<file path="src/rtl/alu_issue_ctrl.sv">
// Issue stage for the 3-bit-ALUOp ALU: decodes one instruction per handshake and drives the ALU from it.
// It registers the ALU result and hands it off. Defining ALU_ISSUE_BYPASS_EN forwards the last handed-off result into the operands.
module alu_issue_ctrl #(
    parameter int DATA_W = 32,
    parameter int REG_AW = 5
) (
    input  logic              clk,
    input  logic              reset,
    input  logic              in_valid,
    output logic              in_ready,
    input  logic [31:0]       instr,
    output logic [REG_AW-1:0] rs_addr,
    output logic [REG_AW-1:0] rt_addr,
    input  logic [DATA_W-1:0] rs_data,
    input  logic [DATA_W-1:0] rt_data,
    output logic [DATA_W-1:0] alu_a,
    output logic [DATA_W-1:0] alu_b,
    output logic [DATA_W-1:0] alu_imm,
    output logic [2:0]        alu_op,
    output logic              alu_srcb,
    input  logic [DATA_W-1:0] alu_result,
    input  logic              alu_zero,
    output logic              out_valid,
    input  logic              out_ready,
    output logic [DATA_W-1:0] out_result,
    output logic [REG_AW-1:0] out_rd,
    output logic              out_wen,
    output logic              out_taken,
    output logic              out_illegal
);

    typedef enum logic [1:0] {
        IDLE = 2'd0,
        EXEC = 2'd1,
        HOLD = 2'd2
    } state_t;

    localparam logic [5:0] OP_ADD  = 6'b000000;
    localparam logic [5:0] OP_SUB  = 6'b000001;
    localparam logic [5:0] OP_ADDI = 6'b000010;
    localparam logic [5:0] OP_OR   = 6'b010000;
    localparam logic [5:0] OP_AND  = 6'b010001;
    localparam logic [5:0] OP_ORI  = 6'b010010;
    localparam logic [5:0] OP_ANDI = 6'b010011;
    localparam logic [5:0] OP_XOR  = 6'b010100;
    localparam logic [5:0] OP_BEQ  = 6'b110000;
    localparam logic [5:0] OP_BNE  = 6'b110001;

    state_t      state;
    state_t      state_next;
    logic [31:0] instr_q;
    logic        accept;
    logic        handoff;

    logic [5:0]  op;
    logic [15:0] imm;
    logic        dec_zext;
    logic        dec_rtype;
    logic        dec_wen;
    logic        dec_beq;
    logic        dec_bne;
    logic        dec_illegal;

    // NOTE: sequential state uses non-blocking assignments so every register samples pre-edge values.
    always_ff @(posedge clk or posedge reset) begin
        if (reset) state <= IDLE;
        else       state <= state_next;
    end

    always_comb begin
        state_next = state;
        case (state)
            IDLE:    if (in_valid) state_next = EXEC;
            EXEC:    state_next = HOLD;
            HOLD:    if (out_ready) state_next = in_valid ? EXEC : IDLE;
            default: state_next = IDLE;
        endcase
    end

    // NOTE: every combinational output gets a default first so no path infers a latch.
    always_comb begin
        in_ready  = 1'b0;
        out_valid = 1'b0;
        case (state)
            IDLE: in_ready = 1'b1;
            HOLD: begin
                out_valid = 1'b1;
                in_ready  = out_ready;
            end
            default: ;
        endcase
    end

    assign accept  = in_valid & in_ready;
    assign handoff = out_valid & out_ready;

    always_ff @(posedge clk or posedge reset) begin
        if (reset)       instr_q <= '0;
        else if (accept) instr_q <= instr;
    end

    assign op      = instr_q[31:26];
    assign imm     = instr_q[15:0];
    assign rs_addr = instr_q[25:21];
    assign rt_addr = instr_q[20:16];

    always_comb begin
        alu_op      = 3'b000;
        alu_srcb    = 1'b0;
        dec_zext    = 1'b0;
        dec_rtype   = 1'b0;
        dec_wen     = 1'b0;
        dec_beq     = 1'b0;
        dec_bne     = 1'b0;
        dec_illegal = 1'b0;
        case (op)
            OP_ADD:  begin alu_op = 3'b000; dec_rtype = 1'b1; dec_wen = 1'b1; end
            OP_SUB:  begin alu_op = 3'b001; dec_rtype = 1'b1; dec_wen = 1'b1; end
            OP_ADDI: begin alu_op = 3'b000; alu_srcb = 1'b1; dec_wen = 1'b1; end
            OP_OR:   begin alu_op = 3'b011; dec_rtype = 1'b1; dec_wen = 1'b1; end
            OP_AND:  begin alu_op = 3'b100; dec_rtype = 1'b1; dec_wen = 1'b1; end
            OP_ORI:  begin alu_op = 3'b011; alu_srcb = 1'b1; dec_zext = 1'b1; dec_wen = 1'b1; end
            OP_ANDI: begin alu_op = 3'b100; alu_srcb = 1'b1; dec_zext = 1'b1; dec_wen = 1'b1; end
            OP_XOR:  begin alu_op = 3'b110; dec_rtype = 1'b1; dec_wen = 1'b1; end
            OP_BEQ:  begin alu_op = 3'b001; dec_beq = 1'b1; end
            OP_BNE:  begin alu_op = 3'b001; dec_bne = 1'b1; end
            default: dec_illegal = 1'b1;
        endcase
    end

    // Unlisted opcodes fall back to sign extension.
    assign alu_imm = dec_zext ? {{(DATA_W-16){1'b0}}, imm} : {{(DATA_W-16){imm[15]}}, imm};

    always_ff @(posedge clk or posedge reset) begin
        if (reset) begin
            out_result  <= '0;
            out_rd      <= '0;
            out_wen     <= 1'b0;
            out_taken   <= 1'b0;
            out_illegal <= 1'b0;
        end else if (state == EXEC) begin
            out_result  <= alu_result;
            out_rd      <= dec_rtype ? instr_q[15:11] : instr_q[20:16];
            out_wen     <= dec_wen;
            out_taken   <= (dec_beq & alu_zero) | (dec_bne & ~alu_zero);
            out_illegal <= dec_illegal;
        end
    end

`ifdef ALU_ISSUE_BYPASS_EN
    logic [DATA_W-1:0] kept_result;
    logic [REG_AW-1:0] kept_rd;
    logic              kept_wen;
    logic              hit_a;
    logic              hit_b;

    always_ff @(posedge clk or posedge reset) begin
        if (reset) begin
            kept_result <= '0;
            kept_rd     <= '0;
            kept_wen    <= 1'b0;
        end else if (handoff) begin
            kept_result <= out_result;
            kept_rd     <= out_rd;
            kept_wen    <= out_wen;
        end
    end

    // Register 0 is never forwarded, since writes to it are discarded downstream.
    assign hit_a = (state == EXEC) && kept_wen && (kept_rd != '0) && (kept_rd == rs_addr);
    assign hit_b = (state == EXEC) && kept_wen && (kept_rd != '0) && (kept_rd == rt_addr);
    assign alu_a = hit_a ? kept_result : rs_data;
    assign alu_b = hit_b ? kept_result : rt_data;
`else
    assign alu_a = rs_data;
    assign alu_b = rt_data;
`endif

endmodule
</file>
<file path="config.mk">
export PLATFORM = sky130hd
export DESIGN_NAME = alu_issue_ctrl
export DESIGN_NICKNAME = d
export VERILOG_FILES = /design/src/rtl/alu_issue_ctrl.sv
export SDC_FILE = /design/constraint.sdc
export NUM_CORES = 1
export LEC_CHECK = 0
export CAP_MARGIN = 25
export CORE_MARGIN = 2
export CORE_UTILIZATION = 31
export DETAILED_ROUTE_END_ITERATION = 6
export PLACE_DENSITY = 0.88
export REMOVE_ABC_BUFFERS = 1
export SYNTH_ARGS = -nofsm -noshare
export SYNTH_HDL_FRONTEND = slang
export SYNTH_SLANG_ARGS = --single-unit
</file>
<file path="constraint.sdc">
create_clock -name clk -period 2.1 [get_ports clk]
set_input_delay 0.21 -clock clk [delete_from_list [all_inputs] [get_ports clk]]
set_output_delay 0.21 -clock clk [all_outputs]
set_load 0.01 [all_outputs]
</file>
==> run_results.csv, run 1 <==
group,metric,value,unit
sta,max_slew_margin,75.07,%
sta,min_period,1.974,ns
sta,tightest_slew,0.3645,ns
setup_path,crit_chain,"or3b_2 > a21oi_1 > nor2_1 > nor3_1 > dlygate4sd1_1",
grt,use_met1,16.57,%
grt,antenna_found_initial,0,
detailed_routing,totalWireLength,14.01,mm
synthesis,synth_async_sr_flop_share,100.0,%
finish,num-fill-cells,1138,
detailed_routing,via_per_inst,4.648,
sta,final.period_utilization,93.98,%
die,rows,40,
die,core_area,0.01201,mm2
finish,n_antenna_cell,0,
finish,areaGrowthSynthToFinish,32.15,%
grt,grt_use_total,21.18,%
synthesis,synth.avg_cell_area,12.35,um2
die,die_h,114.8,um
synthesis,ys_ff_latch,74,
die,die_w,114.8,um
grt,grt_pass1_wl,18.71,mm
placement,portBuffers,156,
run_status,status,"completed",
cts,cts_tree,"yes",
sta,clock_skew,0.005311,ns
synthesis,syn_area,0.003802,mm2
setup_path,worst_ep_arrival_time,1.76,ns
finish,drive_gt1_share,25.14,%
sta,fin_setup_tns,0,ns
sta,max_clock_freq,506.7,MHz
setup_path,cp.required,1.89,ns
detailed_routing,drtIter0Drc,94,
grt,grt-busiest-layer,"met2",
pwr,power_density,1207,mW/mm2
synthesis,syn_inst,308,
grt,grtUsageMet3,26.73,%
cts,cts_made_buffers,9,
min_path,hold_path_class,"in -> async",
grt,grt_pass1_vias,2529,
placement,place_congestion,0.8188,
detailed_routing,drc,0,
setup_path,crit_path_end_kind,"primary output",
sta,finalHoldViolations,0,
cts,clkSlewWorstSetupHoldPaths,0.06,ns
cts,clock_sinks,74,
pwr,p_leak,2.096,nW
synthesis,synth-edff-count,0,
synthesis,yosys_warnings,0,
job,cap_violations,0,
cts,root_buffer,"clkbuf_16",
grt,overflow,0,
setup_path,cp_max_fo,2,
detailed_routing,first_pass_iters,4,
detailed_routing,wl_per_cell,27.09,um
die,start_util,31.66,%
synthesis,ys_types,28,
placement,dp.final_hpwl,11.65,mm
detailed_routing,vias,2403,
setup_path,cp-start-kind,"register",
sta,finalSetupViolCount,0,
cts,ctsResizeCount,21,
grt,use_met2,31.28,%
die,io_pins,285,
pwr,power,6.065,mW
grt,grt_max_degree,75,
cts,post_cts_buffers,0,
cts,ctsLongestPathBuffers,2,
die,fp.dieArea,0.01317,mm2
synthesis,ys_seq_area_share,48.70,%
sta,final-max-slew-violation-count,0,
finish,fin_nets,498,
detailed_routing,antenna_left,0,
cts,clk-insertion-delay-late,0.33,ns
synthesis,ys.flop_type,"dfrtp_1",
setup_path,cp.buffers_inverters,1,
setup_path,crit_family,"simple AND/OR/NAND/NOR gates",
setup_path,crit_type,"reg -> out",
cts,hold_buffers,0,
setup_path,critical_path.max_stage_delay,0.46,ns
setup_path,slowest_stage,"or3b_2",
cts,ctsHtreeMaxLevel,3,
pwr,irDropWorstVdd,0.5638,mV
## power by group
group	total (mW)	internal (mW)	switching, mW	leakage [nW]
Combinational	2.40	1.47	0.928	1.08
Clock	1.46	0.894	0.571	0.143
Sequential	2.20	1.91	0.288	0.872
Total	6.07	4.28	1.79	2.10
## path summary, 6_finish.rpt
kind	from	slack (ns)	cells after the start	to
setup / recovery	instr_q[30]	0.13	5	alu_op[0]
hold / removal	reset	0.28	3	out_result[25]
setup reg to reg	instr_q[26]	0.38	6	out_rd[4]
hold reg to reg	out_rd[3]	0.47	2	out_rd[3]
max in group asynchronous	reset	1.51	3	instr_q[7]
min in group clk	rs_data[27]	0.42	0	alu_a[27]
## per-stage QoR
step | setup slack (ns) | hold slack, ns | cells | util [%] | area (um2)
after global routing | -0.001274 | 0.3085 | 517 | 41.83 | 5025
after detailed placement | 0.1090 | 0.4201 | 501 | 39.58 | 4755
after CTS | 0.04107 | 0.2871 | 517 | 41.81 | 5022
after global placement | 0.1461 | 0.4201 | 501 | 39.58 | 4755
after floorplan | 0.008377 | 0.3607 | 190 | - | 2908
final | 0.1264 | 0.2810 | 517 | 41.83 | 5025
## cell families (layout without fill, tap and decap cells)
logic type,Yosys count,count (layout),share of synthesized area (%)
buffers and inverters,120,182,23.73
flip-flops,74,74,48.70
multiplexers,70,70,20.53
AND/OR/NAND/NOR,26,26,3.620
AO/OA/AOI/OAI,17,17,3.192
XOR/XNOR,1,1,0.2304
## cells in the final DEF, fill, tap and decap left out, drive strengths merged, types with 2 or more instances in the layout
cell type | Yosys | routed
o21ai | 9 | 9
buf | 115 | 8
clkinv | 0 | 3
a21oi | 4 | 4
dfrtp | 74 | 74
mux2 | 64 | 64
nand2 | 9 | 9
dlygate4sd2 | 0 | 18
nor4 | 2 | 2
mux2i | 6 | 6
nand2b | 4 | 4
clkdlybuf4s50 | 0 | 136
clkbuf | 3 | 14
nor2b | 2 | 2
nor2 | 5 | 5
a2111oi | 2 | 2
## per-layer routing
layer	wire, um	share of wire (%)
met1	3851	27
met2	6104	44
met3	3728	27
met4	162	1.2
met5	161	1.1
## cells in the mapped netlist, drive strengths merged (2+ instances only)
library cell | count | share of area [%]
a2111oi | 2 | 0.95
a21oi | 4 | 0.53
buf | 115 | 22
clkbuf | 3 | 1.1
dfrtp | 74 | 49
inv | 2 | 0.20
mux2 | 64 | 19
mux2i | 6 | 1.6
nand2 | 9 | 0.89
nand2b | 4 | 0.86
nor2 | 5 | 0.49
nor2b | 2 | 0.33
nor4 | 2 | 0.33
o21ai | 9 | 1.3
## worst register-to-register path, stage by stage (launching register included)
cell and delay (ns):
dfrtp_1 0.40, buf_4 0.17, nand2b_4 0.16, a2111oi_4 0.34, buf_4 0.23, mux2i_1 0.24, o21ai_1 0.08
## area by class of cell
cell class	instances	area, um2	area share (%)
clock inverter	2	10.01	0.1992
multi-input combinational	114	1059	21.07
sequential	74	1852	36.85
clock buffer	14	274.0	5.453
timing repair buffer	164	1638	32.59
inverter	2	8.758	0.1743
tap	147	183.9	3.660
## registers in the layout, indices dropped and copies added, names as in the netlist
register	flops
out_illegal	1
state	2
instr_q	32
out_rd	5
out_wen	1
out_taken	1
out_result	32
Power figures use the tool's default switching activity.
==> run 2: changes to the inputs <==
--- a/config.mk
+++ b/config.mk
@@ -9,8 +9,10 @@
 export CORE_MARGIN = 2
 export CORE_UTILIZATION = 31
 export DETAILED_ROUTE_END_ITERATION = 6
+export GPL_ROUTABILITY_DRIVEN = 0
 export PLACE_DENSITY = 0.88
 export REMOVE_ABC_BUFFERS = 1
 export SYNTH_ARGS = -nofsm -noshare
 export SYNTH_HDL_FRONTEND = slang
 export SYNTH_SLANG_ARGS = --single-unit
+export TNS_END_PERCENT = 100
==> results of run 2 <==
Same layout as run 1: the final DEF is identical, and so are final timing and power.
